**config.mk**
```make
export PLATFORM = sky130hd
export DESIGN_NAME = i2c_monitor_decoder_flat
export DESIGN_NICKNAME = d
export VERILOG_FILES = /design/src/rtl/i2c_monitor_decoder_if.sv /design/src/rtl/i2c_monitor_decoder.sv /design/src/flat_wrapper.sv
export SDC_FILE = /design/constraint.sdc
export NUM_CORES = 1
export LEC_CHECK = 0
export BUFFER_PORTS_ARGS = -buffer_cell sky130_fd_sc_hd__buf_2
export CORE_UTILIZATION = 40
export DETAILED_ROUTE_END_ITERATION = 7
export HOLD_SLACK_MARGIN = 0.03
export PLACE_DENSITY_LB_ADDON = 0.2
export SKIP_LAST_GASP = 1
export SYNTH_ARGS = -nofsm -noshare
export SYNTH_HDL_FRONTEND = slang
export SYNTH_SLANG_ARGS = --single-unit
```
**constraint.sdc**
```tcl
create_clock -name i_clk -period 11.1 [get_ports i_clk]
set_input_delay 2.22 -clock i_clk [delete_from_list [all_inputs] [get_ports i_clk]]
set_output_delay 2.22 -clock i_clk [all_outputs]
set_load 0.03 [all_outputs]
```
**src/rtl/i2c_monitor_decoder_if.sv**
```systemverilog
// Character-stream and status bundle between the I2C monitor and its consumer.
interface i2c_monitor_decoder_if;
    logic       o_valid;
    logic [7:0] o_data;
    logic       i_ready;
    logic       i_ovf_clr;
    logic       o_overflow;
    logic       o_bus_active;

    modport master (output o_valid, o_data, o_overflow, o_bus_active, input i_ready, i_ovf_clr);
    modport slave  (input o_valid, o_data, o_overflow, o_bus_active, output i_ready, i_ovf_clr);
endinterface

```
**src/rtl/i2c_monitor_decoder.sv**
```systemverilog
// Passive I2C sniffer rendering START/Sr/bytes/STOP as ASCII into a FWFT FIFO; `I2C_MON_ADDR_RW_EN adds W/R to address bytes.
// First character written 1 cycle after event detection; records that do not fit are dropped whole and flag o_overflow.
module i2c_monitor_decoder #(
    parameter int FILT_LEN   = 3,
    parameter int FIFO_DEPTH = 16
) (
    input  logic                  i_clk,
    input  logic                  i_res,
    input  logic                  i_i2c_scl,
    input  logic                  i_i2c_sda,
    i2c_monitor_decoder_if.master mon
);
    localparam int AW   = $clog2(FIFO_DEPTH);
    localparam int CNTW = AW + 1;
    localparam int CW   = 4;

    localparam logic [1:0] EV_NONE  = 2'd0;
    localparam logic [1:0] EV_START = 2'd1;
    localparam logic [1:0] EV_STOP  = 2'd2;
    localparam logic [1:0] EV_BYTE  = 2'd3;

    localparam logic [0:0] ST_IDLE = 1'b0;
    localparam logic [0:0] ST_EMIT = 1'b1;

    typedef struct packed {
        logic [1:0] kind;
        logic       restart;
        logic       trunc;
        logic [7:0] dat;
        logic       ack;
`ifdef I2C_MON_ADDR_RW_EN
        logic       addr;
`endif
    } evt_t;

    function automatic logic [7:0] hex_chr(input logic [3:0] v);
        hex_chr = (v < 4'd10) ? (8'h30 + {4'h0, v}) : (8'h37 + {4'h0, v});
    endfunction

    // Bit 0 = SCL, bit 1 = SDA throughout the line conditioning
    logic [1:0]    sync1, sync2, filt, filt_q;
    logic [CW-1:0] fcnt [2];

    always_ff @(posedge i_clk or posedge i_res) begin
        if (i_res) begin
            sync1   <= 2'b11;
            sync2   <= 2'b11;
            filt    <= 2'b11;
            filt_q  <= 2'b11;
            fcnt[0] <= '0;
            fcnt[1] <= '0;
        end else begin
            sync1  <= {i_i2c_sda, i_i2c_scl};
            sync2  <= sync1;
            filt_q <= filt;
            for (int i = 0; i < 2; i++) begin
                if (sync2[i] == filt[i]) begin
                    fcnt[i] <= '0;
                end else if (fcnt[i] == CW'(FILT_LEN - 1)) begin
                    filt[i] <= sync2[i];
                    fcnt[i] <= '0;
                end else begin
                    fcnt[i] <= fcnt[i] + CW'(1);
                end
            end
        end
    end

    logic scl_rise, scl_fall, det_start, det_stop, byte_done;
    logic bus_active, smp_bit, smp_vld;
    logic [3:0] bit_cnt;
    logic [7:0] shreg;

    assign scl_rise  = filt[0] & ~filt_q[0];
    assign scl_fall  = ~filt[0] & filt_q[0];
    assign det_start = filt_q[1] & ~filt[1] & filt[0] & filt_q[0];
    // A STOP seen while idle (e.g. after a mid-transfer reset) is not reported
    assign det_stop  = ~filt_q[1] & filt[1] & filt[0] & filt_q[0] & bus_active;
    assign byte_done = scl_fall & smp_vld & bus_active & (bit_cnt == 4'd8);

    // Bits are sampled on SCL rise but committed on the following fall, so the
    // SCL rise that precedes a STOP or Sr is never counted as a data bit.
    always_ff @(posedge i_clk or posedge i_res) begin
        if (i_res) begin
            bus_active <= 1'b0;
            smp_bit    <= 1'b0;
            smp_vld    <= 1'b0;
            bit_cnt    <= '0;
            shreg      <= '0;
        end else if (det_start) begin
            bus_active <= 1'b1;
            bit_cnt    <= '0;
            smp_vld    <= 1'b0;
        end else if (det_stop) begin
            bus_active <= 1'b0;
            bit_cnt    <= '0;
            smp_vld    <= 1'b0;
        end else if (bus_active) begin
            if (scl_rise) begin
                smp_bit <= filt[1];
                smp_vld <= 1'b1;
            end else if (scl_fall && smp_vld) begin
                smp_vld <= 1'b0;
                if (bit_cnt == 4'd8) begin
                    bit_cnt <= '0;
                end else begin
                    bit_cnt <= bit_cnt + 4'd1;
                    shreg   <= {shreg[6:0], smp_bit};
                end
            end
        end
    end

`ifdef I2C_MON_ADDR_RW_EN
    logic addr_nxt;
    always_ff @(posedge i_clk or posedge i_res) begin
        if (i_res)          addr_nxt <= 1'b0;
        else if (det_start) addr_nxt <= 1'b1;
        else if (byte_done) addr_nxt <= 1'b0;
    end
`endif

    evt_t det, pend, ld;
    logic det_vld, pend_vld, ld_vld, pend_drop;
    logic [0:0] state;

    always_comb begin
        det = '0;
        if (det_start) begin
            det.kind    = EV_START;
            det.restart = bus_active;
            det.trunc   = (bit_cnt != 4'd0);
        end else if (det_stop) begin
            det.kind  = EV_STOP;
            det.trunc = (bit_cnt != 4'd0);
        end else if (byte_done) begin
            det.kind = EV_BYTE;
            det.dat  = shreg;
            det.ack  = smp_bit;
`ifdef I2C_MON_ADDR_RW_EN
            det.addr = addr_nxt;
`endif
        end
    end

    assign det_vld   = (det.kind != EV_NONE);
    assign ld        = pend_vld ? pend : det;
    assign ld_vld    = (state == ST_IDLE) && (pend_vld || det_vld);
    assign pend_drop = det_vld && (state == ST_EMIT) && pend_vld;

    always_ff @(posedge i_clk or posedge i_res) begin
        if (i_res) begin
            pend_vld <= 1'b0;
            pend     <= '0;
        end else if (det_vld && ((state == ST_EMIT) || pend_vld)) begin
            if (!pend_drop) begin
                pend     <= det;
                pend_vld <= 1'b1;
            end
        end else if (ld_vld && pend_vld) begin
            pend_vld <= 1'b0;
        end
    end

    logic [7:0] rec [6];
    logic [2:0] rec_len;

    always_comb begin
        for (int i = 0; i < 6; i++) rec[i] = 8'h20;
        rec_len = 3'd0;
        if (ld.kind != EV_BYTE && ld.trunc) begin
            rec[0]  = "E";
            rec_len = 3'd2;
        end
        case (ld.kind)
            EV_START: begin
                rec[rec_len] = "S";
                if (ld.restart) begin
                    rec[rec_len + 3'd1] = "r";
                    rec_len = rec_len + 3'd3;
                end else begin
                    rec_len = rec_len + 3'd2;
                end
            end
            EV_STOP: begin
                rec[rec_len]        = "P";
                rec[rec_len + 3'd1] = 8'h0D;
                rec[rec_len + 3'd2] = 8'h0A;
                rec_len = rec_len + 3'd3;
            end
            EV_BYTE: begin
                rec[0] = hex_chr(ld.dat[7:4]);
                rec[1] = hex_chr(ld.dat[3:0]);
                rec[3] = ld.ack ? "N" : "A";
                rec_len = 3'd5;
`ifdef I2C_MON_ADDR_RW_EN
                if (ld.addr) begin
                    rec[2] = ld.dat[0] ? "R" : "W";
                    rec[3] = 8'h20;
                    rec[4] = ld.ack ? "N" : "A";
                    rec_len = 3'd6;
                end
`endif
            end
            default: ;
        endcase
    end

    logic [7:0]      fmt_chr [6];
    logic [2:0]      fmt_left;
    logic [AW-1:0]   wr_ptr, rd_ptr;
    logic [CNTW-1:0] cnt, free_cnt;
    logic            fits, wr_en, rd_en, ovf;
    logic [7:0]      mem [FIFO_DEPTH];

    // Space is reserved at record start; only the formatter writes, so it cannot run out mid-record
    assign free_cnt = CNTW'(FIFO_DEPTH) - cnt;
    assign fits     = (free_cnt >= CNTW'(rec_len));
    assign wr_en    = (state == ST_EMIT);
    assign rd_en    = mon.o_valid && mon.i_ready;

    always_ff @(posedge i_clk or posedge i_res) begin
        if (i_res) begin
            state    <= ST_IDLE;
            fmt_left <= '0;
            for (int i = 0; i < 6; i++) fmt_chr[i] <= 8'h00;
        end else if (state == ST_IDLE) begin
            if (ld_vld && fits) begin
                fmt_chr  <= rec;
                fmt_left <= rec_len;
                state    <= ST_EMIT;
            end
        end else begin
            for (int i = 0; i < 5; i++) fmt_chr[i] <= fmt_chr[i+1];
            fmt_left <= fmt_left - 3'd1;
            if (fmt_left == 3'd1) state <= ST_IDLE;
        end
    end

    always_ff @(posedge i_clk) begin
        if (wr_en) mem[wr_ptr] <= fmt_chr[0];
    end

    always_ff @(posedge i_clk or posedge i_res) begin
        if (i_res) begin
            wr_ptr <= '0;
            rd_ptr <= '0;
            cnt    <= '0;
            ovf    <= 1'b0;
        end else begin
            if (wr_en) wr_ptr <= wr_ptr + AW'(1);
            if (rd_en) rd_ptr <= rd_ptr + AW'(1);
            if (wr_en && !rd_en)      cnt <= cnt + CNTW'(1);
            else if (!wr_en && rd_en) cnt <= cnt - CNTW'(1);
            if ((ld_vld && !fits) || pend_drop) ovf <= 1'b1;
            else if (mon.i_ovf_clr)             ovf <= 1'b0;
        end
    end

    assign mon.o_valid      = (cnt != '0);
    assign mon.o_data       = mon.o_valid ? mem[rd_ptr] : 8'h00;
    assign mon.o_overflow   = ovf;
    assign mon.o_bus_active = bus_active;
endmodule

```
**src/flat_wrapper.sv**
```systemverilog
// flat-port wrapper written by rule: the top's interface ports become plain ports
module i2c_monitor_decoder_flat 
#(
    parameter int FILT_LEN   = 3,
    parameter int FIFO_DEPTH = 16
)
  (i_clk, i_res, i_i2c_scl, i_i2c_sda, mon_o_valid, mon_o_data, mon_o_overflow, mon_o_bus_active, mon_i_ready, mon_i_ovf_clr);
  i2c_monitor_decoder_if mon_i ();
  input  logic i_clk;
  input  logic i_res;
  input  logic i_i2c_scl;
  input  logic i_i2c_sda;
  output wire logic [$bits(mon_i.o_valid)-1:0] mon_o_valid;
  output wire logic [$bits(mon_i.o_data)-1:0] mon_o_data;
  output wire logic [$bits(mon_i.o_overflow)-1:0] mon_o_overflow;
  output wire logic [$bits(mon_i.o_bus_active)-1:0] mon_o_bus_active;
  input wire logic [$bits(mon_i.i_ready)-1:0] mon_i_ready;
  input wire logic [$bits(mon_i.i_ovf_clr)-1:0] mon_i_ovf_clr;
  assign mon_o_valid = mon_i.o_valid;
  assign mon_o_data = mon_i.o_data;
  assign mon_o_overflow = mon_i.o_overflow;
  assign mon_o_bus_active = mon_i.o_bus_active;
  assign mon_i.i_ready = mon_i_ready;
  assign mon_i.i_ovf_clr = mon_i_ovf_clr;
  i2c_monitor_decoder #(.FILT_LEN(FILT_LEN), .FIFO_DEPTH(FIFO_DEPTH)) u_core (.i_clk(i_clk), .i_res(i_res), .i_i2c_scl(i_i2c_scl), .i_i2c_sda(i_i2c_sda), .mon(mon_i));
endmodule
```
# --- After elaboration in Yosys (flattened, before gate mapping) ---
# Memories as Yosys holds them, arrays and structs flattened.
# Cells that the tools add are included.
word_totals:
  ram_bits: 128
  register_bits: 111
  memories: 1
  elab_cells: 213
  out_inout_bits: 11
classes:
  n_eq_ne: 12
  addsub: 16
  reduce_logical: 41
  bitwise: 42
  mux: 62
  order_cmp: 9
mem_list:
  columns: ["memory", "words", "word_bits", "rd", "rd_clocked_by_memory_dff", "write_ports", "line_no", "source"]
  rows:
  - ["u_core.mem", 16, 8, 1, 0, 1, "i2c_monitor_decoder.sv:214", "logic [7:0] mem [FIFO_DEPTH];"]
ops:
  columns: ["op", "count"]
  rows:
  - ["2-to-1 mux 48 bit", 2]
  - ["bitwise AND 36 bit", 2]
  - ["demux 8 bit (select 3 bit)", 3]
  - ["inverter 36 bit", 2]
  - ["bitwise AND 24 bit", 2]
  - ["2-to-1 mux 8 bit", 6]
  - ["inverter 24 bit", 2]
  - ["bitwise OR 24 bit", 2]
  - ["one-hot mux 16 bit (3 select lines)", 1]
  - ["2-to-1 mux 4 bit", 11]
  - ["2-to-1 mux 40 bit", 1]
  - ["one-hot mux 16 bit (2 select lines)", 1]
  - ["bitwise AND 30 bit", 1]
  - ["inverter 30 bit", 1]
  - ["adder 6 x 4 -> 7 bit, first input constant", 4]
  - ["2-to-1 mux 9 bit", 3]
  - ["bitwise OR 12 bit", 2]
  - ["one-hot mux 8 bit (3 select lines)", 1]
  - ["adder 4 x 1 -> 4 bit, second input constant", 5]
  - ["2-to-1 mux 1 bit", 20]
  - ["bitwise OR 18 bit", 1]
  - ["one-hot mux 8 bit (2 select lines)", 1]
  - ["logical AND 1 bit", 15]
  - ["2-to-1 mux 13 bit", 1]
  - ["other kinds (37)", 92]

# --- Longest topological paths before layout ---
# Gate-level depths: netlist of run 1.
logic_depth:
  depth_word: 24
  ltp_mapped: 23

# --- Worst setup path after synthesis of run 1 ---
# OpenSTA, ideal clock, no wires.
synth_timing:
  kind: "reg-to-output"
  start: "register u_core.rd_ptr[0]"
  end: "output port mon_o_data[0]"
  arrival_ns: 1.870
  setup_slack_ns: 7.010
  path_stages_with_launch: 5
  n_path_buf: 1
  required_time_ns: 8.880
  path_cell_list: "dfrtp_1 buf_2 mux4_2 mux4_2 and2_1"
synth_via:
  elab_chain_len: 2
synth_lines:
  columns: ["element", "line_no", "source"]
  rows:
  - ["from (decl)", "i2c_monitor_decoder.sv:211", "logic [AW-1:0] wr_ptr, rd_ptr;"]
  - ["from (signal assigned)", "i2c_monitor_decoder.sv:252", "if (rd_en) rd_ptr <= rd_ptr + AW'(1);"]
  - ["memory read (16 x 8 bit)", null, null]
  - ["2-to-1 mux 8 bit", "i2c_monitor_decoder.sv:261", "assign mon.o_data = mon.o_valid ? mem[rd_ptr] : 8'h00;"]
  - ["to (decl)", "flat_wrapper.sv:14", "output wire logic [$bits(mon_i.o_data)-1:0] mon_o_data;"]
# No other way between the ends.

# --- Worst setup path in the final report of run 1 ---
layout_timing:
  start: "register u_core.bit_cnt[0]"
  end: "register u_core.fmt_chr[36] in the netlist's numbering"
layout_via:
  elab_chain_len: 21
  word_cells_on_any_way: 62
  cone_classes: "add/sub: 5; order compare: 8; eq/ne: 5; mux: 23; bitwise: 11; reduce/logical: 10"
layout_lines:
  columns: ["element", "line_no", "source"]
  rows:
  - ["from (decl)", "i2c_monitor_decoder.sv:71", "logic [3:0] bit_cnt;"]
  - ["from (signal assigned)", "i2c_monitor_decoder.sv:107", "bit_cnt <= bit_cnt + 4'd1;"]
  - ["== test 4 bit", "i2c_monitor_decoder.sv:79", "assign byte_done = scl_fall & smp_vld & bus_active & (bit_cnt == 4'd8);"]
  - ["bitwise AND 1 bit", "i2c_monitor_decoder.sv:79", null]
  - ["2-to-1 mux 2 bit", "i2c_monitor_decoder.sv:136", "end else if (byte_done) begin"]
  - ["2-to-1 mux 2 bit", "i2c_monitor_decoder.sv:133", "end else if (det_stop) begin"]
  - ["2-to-1 mux 2 bit", "i2c_monitor_decoder.sv:129", "if (det_start) begin"]
  - ["2-to-1 mux 13 bit", "i2c_monitor_decoder.sv:147", "assign ld = pend_vld ? pend : det;"]
  - ["inequality test 2 bit", "i2c_monitor_decoder.sv:171", "if (ld.kind != EV_BYTE && ld.trunc) begin"]
  - ["logical AND 1 bit", "i2c_monitor_decoder.sv:171", null]
  - ["(+5 left out)", null, null]
  - ["2-to-1 mux 8 bit (implied by the code)", "i2c_monitor_decoder.sv:179, i2c_monitor_decoder.sv:187", null]
  - ["demux 8 bit (select 3 bit)", "i2c_monitor_decoder.sv:179, i2c_monitor_decoder.sv:187", null]
  - ["inverter 30 bit (no source line)", null, null]
  - ["bitwise AND 30 bit (no source line)", null, null]
  - ["bitwise AND 36 bit (no source line)", null, null]
  - ["one-hot mux 16 bit (3 select lines)", "i2c_monitor_decoder.sv:175", "case (ld.kind)"]
  - ["2-to-1 mux 48 bit", "i2c_monitor_decoder.sv:228", "if (ld_vld && fits) begin"]
  - ["2-to-1 mux 40 bit", "i2c_monitor_decoder.sv:227", "end else if (state == ST_IDLE) begin"]
  - ["to (signal assigned)", "i2c_monitor_decoder.sv:229", "fmt_chr <= rec;"]
  - ["to (decl)", "i2c_monitor_decoder.sv:209", "logic [7:0] fmt_chr [6];"]
# Several ways; a longest one is shown, not always the timed one. The select of a mux whose other input is x is not followed.
# A chain may end at the register's enable or synchronous reset.

==> results of run 1 <==
## state kept, by name, summed over array words and instances, names as in the netlist, 3 cells and up
register         count
u_core.rd_ptr        4
u_core.fmt_left      3
u_core.shreg         8
u_core.cnt           5
u_core.pend         13
u_core.mem         112
u_core.fcnt          8
u_core.fmt_chr      31
u_core.bit_cnt       4
u_core.wr_ptr        4
## cell families (layout without fill, tap and decap cells)
group           Yosys count  after routing  synth area share [%]
compound gates          138            138                 9.780
xor+xnor                 25             25                 2.310
fa+ha+maj                30             30                 4.012
buf+inv                  63             86                 2.785
flops                   206            206                 60.39
mux                      50             50                 10.07
other cells               1              1               0.03956
simple gates            213            213                 10.61
## worst min-delay path by stage
stage / from / to / slack [ns] / cells after the start
after floorplan: u_core.sync1[0] / u_core.sync2[0] / 0.35 / 0
after global placement: u_core.sync1[1] / u_core.sync2[1] / 0.35 / 0
after detailed placement: u_core.sync1[1] / u_core.sync2[1] / 0.35 / 0
after CTS: u_core.sync1[0] / u_core.sync2[0] / 0.36 / 0
after global routing: u_core.sync1[0] / u_core.sync2[0] / 0.36 / 0
final: u_core.sync1[1] / u_core.sync2[1] / 0.36 / 0
## final cells by class
cell class | count | area, µm² | area share, %
Multi-Input combinational cell | 457 | 3491 | 33.37
Clock inverter | 6 | 22.52 | 0.2153
Clock buffer | 33 | 613.1 | 5.860
Timing Repair Buffer | 20 | 112.6 | 1.076
Inverter | 27 | 103.9 | 0.9926
Sequential cell | 206 | 5728 | 54.75
Tap cell | 313 | 391.6 | 3.743
## synthesized netlist by cell type, types with 4 or more instances
cell                       count  share of area, %
sky130_fd_sc_hd__nand4_1       5              0.33
sky130_fd_sc_hd__edfxtp_1    112                35
sky130_fd_sc_hd__ha_1         28               3.7
sky130_fd_sc_hd__a21o_1        8              0.63
sky130_fd_sc_hd__dfrtp_1      86                23
sky130_fd_sc_hd__and3_1        5              0.33
sky130_fd_sc_hd__o211ai_1      4              0.32
sky130_fd_sc_hd__nand3_1      14              0.74
sky130_fd_sc_hd__nor3b_1       6              0.48
sky130_fd_sc_hd__nor2_1       52               2.1
sky130_fd_sc_hd__a211oi_1      5              0.40
sky130_fd_sc_hd__mux4_2       35               8.3
sky130_fd_sc_hd__xnor2_1      14               1.3
sky130_fd_sc_hd__o31ai_1      10              0.79
sky130_fd_sc_hd__o21ai_0      28               1.5
sky130_fd_sc_hd__a31oi_1       7              0.46
sky130_fd_sc_hd__buf_2        13              0.69
sky130_fd_sc_hd__nor2b_1       9              0.59
sky130_fd_sc_hd__nand2_1      81               3.2
sky130_fd_sc_hd__a22oi_1       4              0.32
sky130_fd_sc_hd__mux2_2       13               1.5
sky130_fd_sc_hd__xor2_1       11               1.0
sky130_fd_sc_hd__clkbuf_1     17              0.67
sky130_fd_sc_hd__inv_1        26               1.0
sky130_fd_sc_hd__nor3_1       13              0.69
sky130_fd_sc_hd__dfstp_2       8               2.2
sky130_fd_sc_hd__and2_1        9              0.59
sky130_fd_sc_hd__a21oi_1      24               1.3
sky130_fd_sc_hd__o21ai_1      19               1.0
sky130_fd_sc_hd__nand2b_1      8              0.53
## metal layers
metal,global-route usage [%],vias up
li1,-,2703
met1,24.30,2902
met3,2.167,33
met4,4.622,0
met2,29.44,139
met5,0,-
## worst max-delay path: stages (launching register included)
cell	delay (ns)
sky130_fd_sc_hd__dfrtp_1	0.37
sky130_fd_sc_hd__inv_1	0.08
sky130_fd_sc_hd__ha_1	0.23
sky130_fd_sc_hd__and3b_1	0.27
sky130_fd_sc_hd__nand2_1	0.30
sky130_fd_sc_hd__o21ai_0	0.19
sky130_fd_sc_hd__mux2i_1	0.26
sky130_fd_sc_hd__inv_1	0.11
sky130_fd_sc_hd__ha_1	0.38
sky130_fd_sc_hd__o41ai_2	0.99
sky130_fd_sc_hd__nor3_1	0.15
sky130_fd_sc_hd__a21oi_1	0.18
sky130_fd_sc_hd__ha_1	0.18
sky130_fd_sc_hd__o21ai_0	0.07
sky130_fd_sc_hd__o21ai_1	0.28
sky130_fd_sc_hd__o32a_1	0.84
sky130_fd_sc_hd__nor2_1	0.28
sky130_fd_sc_hd__a222oi_1	0.30
sky130_fd_sc_hd__nand2_1	0.09
## metrics by stage
stage | hold slack (ns) | instances
after detailed placement | 0.3481 | 1023
after global routing | 0.3569 | 1062
after CTS | 0.3566 | 1062
final | 0.3558 | 1062
after floorplan | 0.3452 | 726
after global placement | 0.3463 | 1023
## layout by cell type, fill, tap and decap left out, types with 9 or more instances in the layout
master	instances
sky130_fd_sc_hd__nor2_1	52
sky130_fd_sc_hd__inv_1	25
sky130_fd_sc_hd__nor2b_1	9
sky130_fd_sc_hd__mux2_2	13
sky130_fd_sc_hd__o21ai_0	28
sky130_fd_sc_hd__ha_1	28
sky130_fd_sc_hd__clkbuf_16	23
sky130_fd_sc_hd__o21ai_1	19
sky130_fd_sc_hd__dfrtp_1	84
sky130_fd_sc_hd__mux4_2	35
sky130_fd_sc_hd__nor3_1	13
sky130_fd_sc_hd__and2_1	9
sky130_fd_sc_hd__a21oi_1	24
sky130_fd_sc_hd__buf_2	15
sky130_fd_sc_hd__clkbuf_1	10
sky130_fd_sc_hd__o31ai_1	10
sky130_fd_sc_hd__xnor2_1	14
sky130_fd_sc_hd__edfxtp_1	112
sky130_fd_sc_hd__nand2_1	81
sky130_fd_sc_hd__xor2_1	11
sky130_fd_sc_hd__nand3_1	14
## power groups by stage
stage / Clock [mW] / Sequential, mW / Combinational, mW
CTS: 0.672 / 1.24 / 1.02
global route: 0.703 / 1.27 / 1.11
detailed placement: 0 / 1.25 / 1.02
global placement: 0 / 1.24 / 0.995
finish: 0.659 / 1.23 / 1.02
floorplan: 0 / 1.13 / 0.837
==> impl_metrics.prom, run 1 <==
# TYPE chip_impl_metric gauge
chip_impl_metric{name="tritoncts_num_sinks",unit=""} 206
chip_impl_metric{name="seq_area_frac_synth",unit="%"} 60.39
chip_impl_metric{name="count_of_standard_cell_rows",unit=""} 55
chip_impl_metric{name="yosysWarningCount",unit=""} 0
chip_impl_metric{name="power",unit="mW"} 2.908
chip_impl_metric{name="drt_pre_antenna_iters",unit=""} 6
chip_impl_metric{name="htree_num_levels",unit=""} 1
chip_impl_metric{name="drv_slew",unit=""} 0
chip_impl_metric{name="dieHeight",unit="µm"} 156.0
chip_impl_metric{name="cts.hold.buffers_added",unit=""} 0
chip_impl_metric{name="detail_route.vias_per_cell",unit=""} 5.440
chip_impl_metric{name="diodes",unit=""} 0
chip_impl_metric{name="cts-root-to-sink-buffers",unit=""} 3
chip_impl_metric{name="finalSetupViolations",unit=""} 0
chip_impl_metric{name="synth-async-reset-ratio",unit="%"} 45.63
chip_impl_metric{name="fin_setup_tns",unit="ns"} 0
chip_impl_metric{name="die_w",unit="µm"} 156.0
chip_impl_metric{name="reg2reg_setup_slack",unit="ns"} 5.41
chip_impl_metric{name="wl_met3",unit="µm"} 817
chip_impl_info{name="run_status",value="completed"} 1
chip_impl_metric{name="antenna_left",unit=""} 0
chip_impl_metric{name="route.detailed.wl_per_inst",unit="µm"} 19.30
chip_impl_info{name="primary_flip_flop_cell_chosen_by_synthesis_mapping",value="sky130_fd_sc_hd__edfxtp_1"} 1
chip_impl_metric{name="antenna_found_initial",unit=""} 0
chip_impl_metric{name="post_dp_cell_area",unit="mm²"} 0.009827
chip_impl_metric{name="pin_count_of_the_biggest_net_entering_global_routing",unit=""} 65
chip_impl_metric{name="report.final.hold_viol_count",unit=""} 0
chip_impl_metric{name="vias_in_the_first_global_route",unit=""} 5857
chip_impl_info{name="clk_root_buffer_cell",value="sky130_fd_sc_hd__clkbuf_16"} 1
chip_impl_metric{name="final_core_util",unit="%"} 45.66
chip_impl_metric{name="power.switching",unit="mW"} 1.070
chip_impl_metric{name="fp.dieArea",unit="mm²"} 0.02432
chip_impl_metric{name="gp_congestion",unit=""} 0.9302
chip_impl_metric{name="clkTransAtPathRegs",unit="ns"} 0.06
chip_impl_info{name="worst_setup_path_endpoint",value="u_core.fmt_chr[36]"} 1
chip_impl_info{name="timing.setup.critical_path_class",value="reg -> reg"} 1
chip_impl_info{name="top_signal_layer_used",value="met4"} 1
chip_impl_metric{name="num_vias",unit=""} 5777
chip_impl_metric{name="cap_viol_max_count",unit=""} 0
chip_impl_metric{name="critPathMaxFanout",unit=""} 24
chip_impl_info{name="worst_setup_path_start_kind",value="flip-flop"} 1
chip_impl_metric{name="final_period_minus_worst_setup_slack",unit="ns"} 5.689
chip_impl_metric{name="ir_worst_vdd",unit="µV"} 165.7
chip_impl_info{name="cts_tree",value="yes"} 1
chip_impl_metric{name="m1WireLength",unit="µm"} 9269
chip_impl_metric{name="rr_worst_depth",unit=""} 18
chip_impl_metric{name="portBuffers",unit=""} 15
chip_impl_metric{name="final.setup_skew",unit="ns"} 0.005716
chip_impl_metric{name="totalWireLength",unit="µm"} 20500
chip_impl_metric{name="final_cycle_share",unit="%"} 51.26
chip_impl_info{name="rsz0062_at_grt",value="false"} 1
chip_impl_metric{name="clock_power_share",unit="%"} 22.7
chip_impl_metric{name="postSynthCellCount",unit=""} 726
chip_impl_metric{name="synth_fp_nets",unit=""} 761
chip_impl_metric{name="drt_iter0_drc",unit=""} 537
chip_impl_metric{name="total_of_fill_cells_in_the_finished_design",unit=""} 2060
chip_impl_metric{name="grt_usage",unit="%"} 17.61
chip_impl_metric{name="area.growth.synth_to_final",unit="%"} 10.36
chip_impl_metric{name="grt_first_pass_wirelength",unit="µm"} 32810
chip_impl_info{name="hp-class",value="reg -> reg"} 1
chip_impl_info{name="timing.critical_path.to_type",value="flip-flop"} 1
chip_impl_metric{name="power_report.internal_total",unit="mW"} 1.837
chip_impl_metric{name="grt_overflow_total",unit=""} 0
chip_impl_metric{name="power_density",unit="mW/mm²"} 277.9
chip_impl_metric{name="layout.nets",unit=""} 769
chip_impl_metric{name="postCtsResizedCells",unit=""} 0
chip_impl_info{name="rr_endpoint",value="u_core.fmt_chr[36]"} 1
chip_impl_metric{name="cellLeakagePower",unit="nW"} 3.943
chip_impl_metric{name="power.switching_fraction",unit="%"} 36.81
chip_impl_metric{name="post-cts-setup-buffers",unit=""} 0
chip_impl_metric{name="fin_area",unit="mm²"} 0.01046
chip_impl_metric{name="number_of_enable_type_register_cells_in_the_synthesized_netlist",unit=""} 112
chip_impl_metric{name="start_util",unit="%"} 41.37
chip_impl_metric{name="yosys.cell_types.count",unit=""} 66
chip_impl_info{name="worstSetupStartpoint",value="u_core.bit_cnt[0]"} 1
chip_impl_metric{name="tritoncts_buffers",unit=""} 22
chip_impl_metric{name="post-dp-hpwl",unit="µm"} 13610
chip_impl_metric{name="clkLatencyLatePin",unit="ns"} 0.49
chip_impl_metric{name="crit_required",unit="ns"} 11.47
chip_impl_info{name="reg2reg_from",value="u_core.bit_cnt[0]"} 1
chip_impl_metric{name="finalWorstSetupSlack",unit="ns"} 5.411
chip_impl_metric{name="met2_wirelength",unit="µm"} 9964
chip_impl_metric{name="detail_route.drc_violations",unit=""} 0
chip_impl_metric{name="synth-seq-cells",unit=""} 206
chip_impl_metric{name="slew_worst_pin",unit="ns"} 1.102
chip_impl_metric{name="power.share.combinational",unit="%"} 35.0
chip_impl_metric{name="worst_ep_arrival_time",unit="ns"} 6.06
chip_impl_metric{name="power.share.sequential",unit="%"} 42.4
chip_impl_metric{name="timing.fmax",unit="MHz"} 175.8
chip_impl_metric{name="relSlewSlack",unit="%"} 26.53
chip_impl_metric{name="post-place-ws",unit="ns"} 5.519
chip_impl_metric{name="post_synth_instance_area",unit="mm²"} 0.009480
chip_impl_metric{name="drive_above_1_share",unit="%"} 14.69
chip_impl_metric{name="syn_avg_cell_area",unit="µm²"} 13.06
chip_impl_metric{name="placeableCoreArea",unit="mm²"} 0.02292
chip_impl_metric{name="io_pins",unit=""} 17
(Power assumes the default switching activity.)
==> run 2, diff against run 1 <==
==> constraint.sdc (replaced) <==
create_clock -name i_clk -period 5.04 [get_ports i_clk]
set_input_delay 1.008 -clock i_clk [delete_from_list [all_inputs] [get_ports i_clk]]
set_output_delay 1.008 -clock i_clk [all_outputs]
set_load 0.03 [all_outputs]
==> impl_metrics.prom, run 2 (same netlist as run 1, synthesis figures left out) <==
# TYPE chip_impl_metric gauge
chip_impl_info{name="run_status",value="completed"} 1
chip_impl_metric{name="tritoncts_num_sinks",unit=""} 206
chip_impl_info{name="rr_endpoint",value="u_core.fmt_chr[34]"} 1
chip_impl_metric{name="dieHeight",unit="µm"} 156.0
chip_impl_metric{name="post-dp-hpwl",unit="µm"} 13710
chip_impl_metric{name="cap_viol_max_count",unit=""} 0
chip_impl_metric{name="die_w",unit="µm"} 156.0
chip_impl_info{name="timing.critical_path.to_type",value="flip-flop"} 1
chip_impl_metric{name="slew_worst_pin",unit="ns"} 0.7598
chip_impl_metric{name="tritoncts_buffers",unit=""} 23
chip_impl_info{name="mostFrequentLayoutCells",value="112 x sky130_fd_sc_hd__edfxtp_1, 84 x sky130_fd_sc_hd__dfrtp_1, 81 x sky130_fd_sc_hd__nand2_1"} 1
chip_impl_info{name="worst_setup_path_endpoint",value="u_core.fmt_chr[34]"} 1
chip_impl_metric{name="finalSetupViolations",unit=""} 0
chip_impl_metric{name="final_cycle_share",unit="%"} 91.14
chip_impl_metric{name="clkTransAtPathRegs",unit="ns"} 0.06
chip_impl_metric{name="placeableCoreArea",unit="mm²"} 0.02292
chip_impl_metric{name="htree_num_levels",unit=""} 1
chip_impl_info{name="worst_setup_path_start_kind",value="flip-flop"} 1
chip_impl_metric{name="drt_iter0_drc",unit=""} 537
chip_impl_metric{name="pin_count_of_the_biggest_net_entering_global_routing",unit=""} 75
chip_impl_info{name="worstSetupStartpoint",value="u_core.filt[0]"} 1
chip_impl_metric{name="postCtsResizedCells",unit=""} 0
chip_impl_metric{name="detail_route.drc_violations",unit=""} 0
chip_impl_metric{name="fin_setup_tns",unit="ns"} 0
chip_impl_metric{name="start_util",unit="%"} 41.37
chip_impl_metric{name="layout.nets",unit=""} 784
chip_impl_info{name="layout_commonest_cell",value="sky130_fd_sc_hd__edfxtp_1"} 1
chip_impl_info{name="rsz0062_at_grt",value="false"} 1
chip_impl_info{name="reg_top3",value="u_core.mem x112, u_core.fmt_chr x31, u_core.pend x13"} 1
chip_impl_metric{name="antenna_left",unit=""} 0
chip_impl_info{name="cts_tree",value="yes"} 1
chip_impl_metric{name="largest_register_ffs",unit=""} 112
chip_impl_metric{name="drt_pre_antenna_iters",unit=""} 6
chip_impl_info{name="largest_register",value="u_core.mem"} 1
chip_impl_info{name="reg2reg_from",value="u_core.filt[0]"} 1
chip_impl_metric{name="report.final.hold_viol_count",unit=""} 0
chip_impl_metric{name="cts-root-to-sink-buffers",unit=""} 3
chip_impl_metric{name="critPathMaxFanout",unit=""} 9
chip_impl_metric{name="post_dp_cell_area",unit="mm²"} 0.009894
chip_impl_metric{name="finalWorstSetupSlack",unit="ns"} 0.4463
chip_impl_metric{name="reg2reg_setup_slack",unit="ns"} 0.45
chip_impl_info{name="hp-class",value="reg -> reg"} 1
chip_impl_metric{name="gp_congestion",unit=""} 0.9512
chip_impl_metric{name="fin_area",unit="mm²"} 0.01075
chip_impl_metric{name="final_period_minus_worst_setup_slack",unit="ns"} 4.594
chip_impl_metric{name="worst_ep_arrival_time",unit="ns"} 4.95
chip_impl_metric{name="power",unit="mW"} 6.785
chip_impl_metric{name="clkLatencyLatePin",unit="ns"} 0.50
chip_impl_metric{name="rr_worst_depth",unit=""} 17
chip_impl_metric{name="area.growth.synth_to_final",unit="%"} 13.34
chip_impl_metric{name="vias_in_the_first_global_route",unit=""} 5925
chip_impl_info{name="timing.setup.critical_path_class",value="reg -> reg"} 1
chip_impl_metric{name="diodes",unit=""} 0
chip_impl_metric{name="num_vias",unit=""} 5860
chip_impl_metric{name="relSlewSlack",unit="%"} 48.71
chip_impl_metric{name="grt_first_pass_wirelength",unit="µm"} 32700
chip_impl_metric{name="power_density",unit="mW/mm²"} 631.4
chip_impl_metric{name="grt_overflow_total",unit=""} 0
chip_impl_metric{name="timing.fmax",unit="MHz"} 217.7
chip_impl_metric{name="detail_route.vias_per_cell",unit=""} 5.436
chip_impl_metric{name="cellLeakagePower",unit="nW"} 4.113
chip_impl_metric{name="final.setup_skew",unit="ns"} 0.01780
chip_impl_metric{name="totalWireLength",unit="µm"} 20590
chip_impl_metric{name="grt_usage",unit="%"} 17.43
chip_impl_metric{name="ir_worst_vdd",unit="µV"} 282.3
chip_impl_metric{name="count_of_standard_cell_rows",unit=""} 55
chip_impl_metric{name="drv_slew",unit=""} 0
chip_impl_info{name="clk_root_buffer_cell",value="sky130_fd_sc_hd__clkbuf_16"} 1
chip_impl_metric{name="crit_required",unit="ns"} 5.40
chip_impl_metric{name="total_of_fill_cells_in_the_finished_design",unit=""} 2029
chip_impl_metric{name="post-place-ws",unit="ns"} 0.4345
chip_impl_metric{name="fp.dieArea",unit="mm²"} 0.02432
chip_impl_metric{name="drive_above_1_share",unit="%"} 18.30
chip_impl_metric{name="route.detailed.wl_per_inst",unit="µm"} 19.10
chip_impl_metric{name="antenna_found_initial",unit=""} 0
chip_impl_metric{name="portBuffers",unit=""} 15
chip_impl_metric{name="io_pins",unit=""} 17
## run 2: cell types whose count changed in the layout (fill, tap and decap cells not counted)
cell	previous run	this run
sky130_fd_sc_hd__clkbuf_1	10	2
sky130_fd_sc_hd__inv_8	0	1
sky130_fd_sc_hd__clkinv_1	7	1
sky130_fd_sc_hd__clkinv_2	0	6
sky130_fd_sc_hd__bufinv_16	0	4
sky130_fd_sc_hd__clkbuf_8	0	5
sky130_fd_sc_hd__buf_4	5	19
## run 2: final cells by class
cell class              count  area [µm²]  share of cell area [%]
inverters                  27       103.9                  0.9665
flip-flops and latches    206        5728                   53.31
clock inverters            11       161.4                   1.502
clock buffers              30       651.9                   6.067
repair buffers             34       217.7                   2.026
well taps                 313       391.6                   3.645
multi-input cells         457        3491                   32.49
## run 2: worst max-delay path, cell delays in order (launching register included)
cell                       delay, ns
sky130_fd_sc_hd__dfstp_2        0.61
sky130_fd_sc_hd__and4b_1        0.32
sky130_fd_sc_hd__nand2_1        0.14
sky130_fd_sc_hd__o21ai_0        0.12
sky130_fd_sc_hd__mux2i_1        0.27
sky130_fd_sc_hd__inv_1          0.11
sky130_fd_sc_hd__ha_1           0.32
sky130_fd_sc_hd__o41a_1         0.56
sky130_fd_sc_hd__nor2_1         0.19
sky130_fd_sc_hd__o21ai_0        0.10
sky130_fd_sc_hd__ha_1           0.28
sky130_fd_sc_hd__o21ai_0        0.07
sky130_fd_sc_hd__o21ai_1        0.28
sky130_fd_sc_hd__o32ai_4        0.22
sky130_fd_sc_hd__buf_4          0.23
sky130_fd_sc_hd__a21o_1         0.20
sky130_fd_sc_hd__a211oi_1       0.30
sky130_fd_sc_hd__o31ai_1        0.11
## run 2: repair_timing
action,CTS,global route
setup buffers,0,5
hold endpoints to repair,0,0
endpoints found under the setup margin,0,1
hold buffers,0,0
## run 2: metrics by stage
step	cells	hold WS [ns]	util, %
floorplan	726	0.3452	-
global placement	1032	0.3480	43.18
detailed placement	1032	0.3509	43.18
CTS	1073	0.3599	46.73
global route	1078	0.3656	46.89
finish	1078	0.3600	46.89
## run 2: how the worst min path moves through the flow
stage	from	endpoint	slack [ns]	cells after the start
CTS	u_core.sync1[1]	u_core.sync2[1]	0.36	0
global route	u_core.sync1[1]	u_core.sync2[1]	0.37	0
floorplan	u_core.sync1[0]	u_core.sync2[0]	0.35	0
finish	u_core.sync1[1]	u_core.sync2[1]	0.36	0
global placement	u_core.sync1[1]	u_core.sync2[1]	0.35	0
detailed placement	u_core.sync1[1]	u_core.sync2[1]	0.35	0
## run 2: routing by layer
metal / track usage, % / part of all wire, % / wire length [µm] / vias to the layer above
met2: 28.44 / 48 / 9868 / 143
met4: 4.295 / 2.1 / 429 / 0
met5: 0 / 0 / 0 / -
met3: 2.500 / 4.6 / 940 / 44
met1: 24.52 / 45 / 9348 / 2936
li1: - / - / - / 2737
## run 2: where the power goes
group	switching [mW]	total, mW	internal, mW
Sequential	0.392	2.66	2.27
Clock	0.657	1.77	1.12
Combinational	1.35	2.35	1.00
==> run 3, diff against run 2 <==
==> constraint.sdc (replaced) <==
create_clock -name i_clk -period 5.04 [get_ports i_clk]
set_input_delay 0.756 -clock i_clk [delete_from_list [all_inputs] [get_ports i_clk]]
set_output_delay 0.756 -clock i_clk [all_outputs]
set_load 0.03 [all_outputs]
==> impl_metrics.prom, run 3 (same netlist as run 1, synthesis figures left out) <==
# TYPE chip_impl_metric gauge
chip_impl_metric{name="power_report.internal_total",unit="mW"} 4.423
chip_impl_metric{name="gp_congestion",unit=""} 0.9404
chip_impl_metric{name="crit_required",unit="ns"} 5.40
chip_impl_metric{name="report.final.hold_viol_count",unit=""} 0
chip_impl_metric{name="drive_above_1_share",unit="%"} 17.73
chip_impl_info{name="crit_path_leading_delay_family",value="compound AO/OA/AOI/OAI gates"} 1
chip_impl_metric{name="slew_worst_pin",unit="ns"} 1.050
chip_impl_metric{name="post_dp_cell_area",unit="mm²"} 0.009879
chip_impl_metric{name="grt_usage",unit="%"} 17.28
chip_impl_metric{name="fin_area",unit="mm²"} 0.01077
chip_impl_info{name="crit_slowest_cell",value="sky130_fd_sc_hd__dfstp_2"} 1
chip_impl_metric{name="clock_power_share",unit="%"} 26.8
chip_impl_metric{name="tritoncts_num_sinks",unit=""} 206
chip_impl_metric{name="grt_overflow_total",unit=""} 0
chip_impl_metric{name="critPathMaxFanout",unit=""} 16
chip_impl_metric{name="final.setup_skew",unit="ns"} 0.02132
chip_impl_metric{name="tritoncts_buffers",unit=""} 24
chip_impl_metric{name="grt_first_pass_wirelength",unit="µm"} 32340
chip_impl_metric{name="worst_ep_arrival_time",unit="ns"} 4.98
chip_impl_metric{name="cap_viol_max_count",unit=""} 0
chip_impl_metric{name="largest_register_ffs",unit=""} 112
chip_impl_metric{name="cellLeakagePower",unit="nW"} 4.114
chip_impl_metric{name="cts-root-to-sink-buffers",unit=""} 3
chip_impl_metric{name="detail_route.vias_per_cell",unit=""} 5.472
chip_impl_metric{name="crit_path_max_incr_delay",unit="ns"} 0.61
chip_impl_metric{name="antenna_found_initial",unit=""} 0
chip_impl_metric{name="detail_route.drc_violations",unit=""} 0
chip_impl_metric{name="area.growth.synth_to_final",unit="%"} 13.58
chip_impl_metric{name="route.detailed.wl_per_inst",unit="µm"} 18.80
chip_impl_metric{name="post-dp-hpwl",unit="µm"} 13440
chip_impl_metric{name="vias_in_the_first_global_route",unit=""} 5836
chip_impl_metric{name="dieHeight",unit="µm"} 156.0
chip_impl_metric{name="power_density",unit="mW/mm²"} 633.9
chip_impl_info{name="worst_setup_path_start_kind",value="flip-flop"} 1
chip_impl_metric{name="clkTransAtPathRegs",unit="ns"} 0.06
chip_impl_metric{name="power.switching",unit="mW"} 2.403
chip_impl_info{name="clk_root_buffer_cell",value="sky130_fd_sc_hd__clkbuf_16"} 1
chip_impl_metric{name="pin_count_of_the_biggest_net_entering_global_routing",unit=""} 75
chip_impl_metric{name="timing.fmax",unit="MHz"} 216.6
chip_impl_metric{name="start_util",unit="%"} 41.37
chip_impl_info{name="timing.critical_path.to_type",value="flip-flop"} 1
chip_impl_metric{name="num_vias",unit=""} 5910
chip_impl_metric{name="path_buf_inv",unit=""} 2
chip_impl_metric{name="final_period_minus_worst_setup_slack",unit="ns"} 4.616
chip_impl_metric{name="portBuffers",unit=""} 15
chip_impl_metric{name="layoutNonFillerInstCount",unit=""} 1080
chip_impl_info{name="reg_top3",value="u_core.mem x112, u_core.fmt_chr x31, u_core.pend x13"} 1
chip_impl_metric{name="final_cycle_share",unit="%"} 91.59
chip_impl_metric{name="drt_iter0_drc",unit=""} 466
chip_impl_metric{name="cts.hold.buffers_added",unit=""} 0
chip_impl_metric{name="totalWireLength",unit="µm"} 20300
chip_impl_info{name="hp-class",value="in -> async"} 1
chip_impl_info{name="layout_commonest_cell",value="sky130_fd_sc_hd__edfxtp_1"} 1
chip_impl_metric{name="drv_slew",unit=""} 0
chip_impl_metric{name="placeableCoreArea",unit="mm²"} 0.02292
chip_impl_metric{name="placed_cells",unit=""} 1030
chip_impl_metric{name="power.share.sequential",unit="%"} 39.7
chip_impl_metric{name="total_of_fill_cells_in_the_finished_design",unit=""} 2019
chip_impl_info{name="run_status",value="completed"} 1
chip_impl_metric{name="relSlewSlack",unit="%"} 29.97
chip_impl_metric{name="power.share.combinational",unit="%"} 33.5
chip_impl_metric{name="htree_num_levels",unit=""} 1
chip_impl_metric{name="diodes",unit=""} 0
chip_impl_metric{name="layout.nets",unit=""} 784
chip_impl_info{name="critical-path-top-cell-by-count",value="sky130_fd_sc_hd__o21ai_0"} 1
chip_impl_metric{name="finalSetupViolations",unit=""} 0
chip_impl_metric{name="io_pins",unit=""} 17
chip_impl_info{name="cp_cell_sequence",value="and4b_1 -> nand2_1 -> o21ai_0 -> mux2i_1 -> inv_1 -> ha_1 -> o41a_1 -> nor2_1 -> o21ai_0 -> ha_1 -> o21ai_0 -> o21ai_1 -> o32a_1 -> buf_4 -> nand2_1 -> a31oi_1 -> o31ai_1"} 1
chip_impl_metric{name="antenna_left",unit=""} 0
chip_impl_info{name="rsz0062_at_grt",value="false"} 1
chip_impl_metric{name="fp.dieArea",unit="mm²"} 0.02432
chip_impl_metric{name="ir_worst_vdd",unit="µV"} 308.3
chip_impl_metric{name="count_of_standard_cell_rows",unit=""} 55
chip_impl_info{name="mostFrequentLayoutCells",value="112 x sky130_fd_sc_hd__edfxtp_1, 84 x sky130_fd_sc_hd__dfrtp_1, 81 x sky130_fd_sc_hd__nand2_1"} 1
chip_impl_metric{name="power.switching_fraction",unit="%"} 35.20
chip_impl_info{name="cts_tree",value="yes"} 1
chip_impl_info{name="timing.setup.critical_path_class",value="reg -> reg"} 1
chip_impl_metric{name="drt_pre_antenna_iters",unit=""} 6
chip_impl_info{name="largest_register",value="u_core.mem"} 1
chip_impl_metric{name="fin_setup_tns",unit="ns"} 0
chip_impl_metric{name="clkLatencyLatePin",unit="ns"} 0.51
chip_impl_metric{name="die_w",unit="µm"} 156.0
run 3: cell types whose count changed in the layout (fill, tap and decap cells not counted), moves of 2 or more:
| cell | before | now |
|---|---|---|
| sky130_fd_sc_hd__clkbuf_8 | 5 | 0 |
| sky130_fd_sc_hd__clkinv_2 | 6 | 4 |
| sky130_fd_sc_hd__clkbuf_1 | 2 | 4 |
| sky130_fd_sc_hd__clkinv_1 | 1 | 5 |
| sky130_fd_sc_hd__clkbuf_16 | 23 | 25 |
| sky130_fd_sc_hd__clkinv_4 | 0 | 2 |
run 3: worst paths after layout:
kind	slack, ns	depth (start not counted)	startpoint	to
setup / recovery	0.42	17	u_core.filt[0]	u_core.fmt_chr[17]
hold / removal	0.33	2	i_res	u_core.fmt_chr[25]
setup reg to reg	0.42	17	u_core.filt[0]	u_core.fmt_chr[17]
hold reg to reg	0.35	0	u_core.sync1[1]	u_core.sync2[1]
max in group asynchronous	3.65	3	i_res	u_core.fcnt[3]
min in group i_clk	0.34	1	i_i2c_sda	u_core.sync1[1]
run 3: final cells by class:
class                   count  area (µm²)  area share (%)
flip-flops and latches    206        5728           53.20
multi-input cells         457        3491           32.42
clock buffers              29       640.6           5.949
well taps                 313       391.6           3.637
repair buffers             33       210.2           1.952
clock inverters            15       202.7           1.882
inverters                  27       103.9          0.9644
run 3: power by group through the flow:
stage / logic [mW] / registers, mW / clock network (mW)
2_1_floorplan: 1.84 / 2.50 / 0
3_5_place_dp: 2.26 / 2.75 / 0
3_3_place_gp: 2.22 / 2.72 / 0
4_1_cts: 2.27 / 2.72 / 1.87
6_report: 2.29 / 2.71 / 1.83
5_1_grt: 2.51 / 2.77 / 1.95
run 3: worst reg2reg max path, stage by stage (launching register included):
cell and delay, ns:
sky130_fd_sc_hd__dfstp_2 0.61, sky130_fd_sc_hd__and4b_1 0.33, sky130_fd_sc_hd__nand2_1 0.15, sky130_fd_sc_hd__o21ai_0 0.11, sky130_fd_sc_hd__mux2i_1 0.27, sky130_fd_sc_hd__inv_1 0.11, sky130_fd_sc_hd__ha_1 0.32, sky130_fd_sc_hd__o41a_1 0.56
sky130_fd_sc_hd__nor2_1 0.18, sky130_fd_sc_hd__o21ai_0 0.11, sky130_fd_sc_hd__ha_1 0.29, sky130_fd_sc_hd__o21ai_0 0.08, sky130_fd_sc_hd__o21ai_1 0.28, sky130_fd_sc_hd__o32a_1 0.42, sky130_fd_sc_hd__buf_4 0.30, sky130_fd_sc_hd__nand2_1 0.10
sky130_fd_sc_hd__a31oi_1 0.15, sky130_fd_sc_hd__o31ai_1 0.09
run 3: metrics by stage:
stage	util, %	total power [mW]	setup WS, ns	hold slack [ns]
6_report	46.99	6.826	0.4237	0.3341
5_1_grt	46.99	7.232	0.008422	0.3225
4_1_cts	46.79	6.855	0.3734	0.3251
3_5_place_dp	43.11	5.006	0.3767	0.3496
3_3_place_gp	43.11	4.940	0.6881	0.3465
2_1_floorplan	-	4.343	0.9552	0.3452
run 3: what timing repair did:
action,4_1_cts,5_1_grt
setup buffers,0,6
endpoints found under the setup margin,0,6
resized for setup,0,0
run 3: routing by layer:
layer  wire (µm)  track usage (%)  part of all wire (%)
met5           0                0                     0
met4         357            4.855                   1.8
met3         777            2.306                   3.8
met2        9777            28.04                    48
met1        9389            24.33                    46
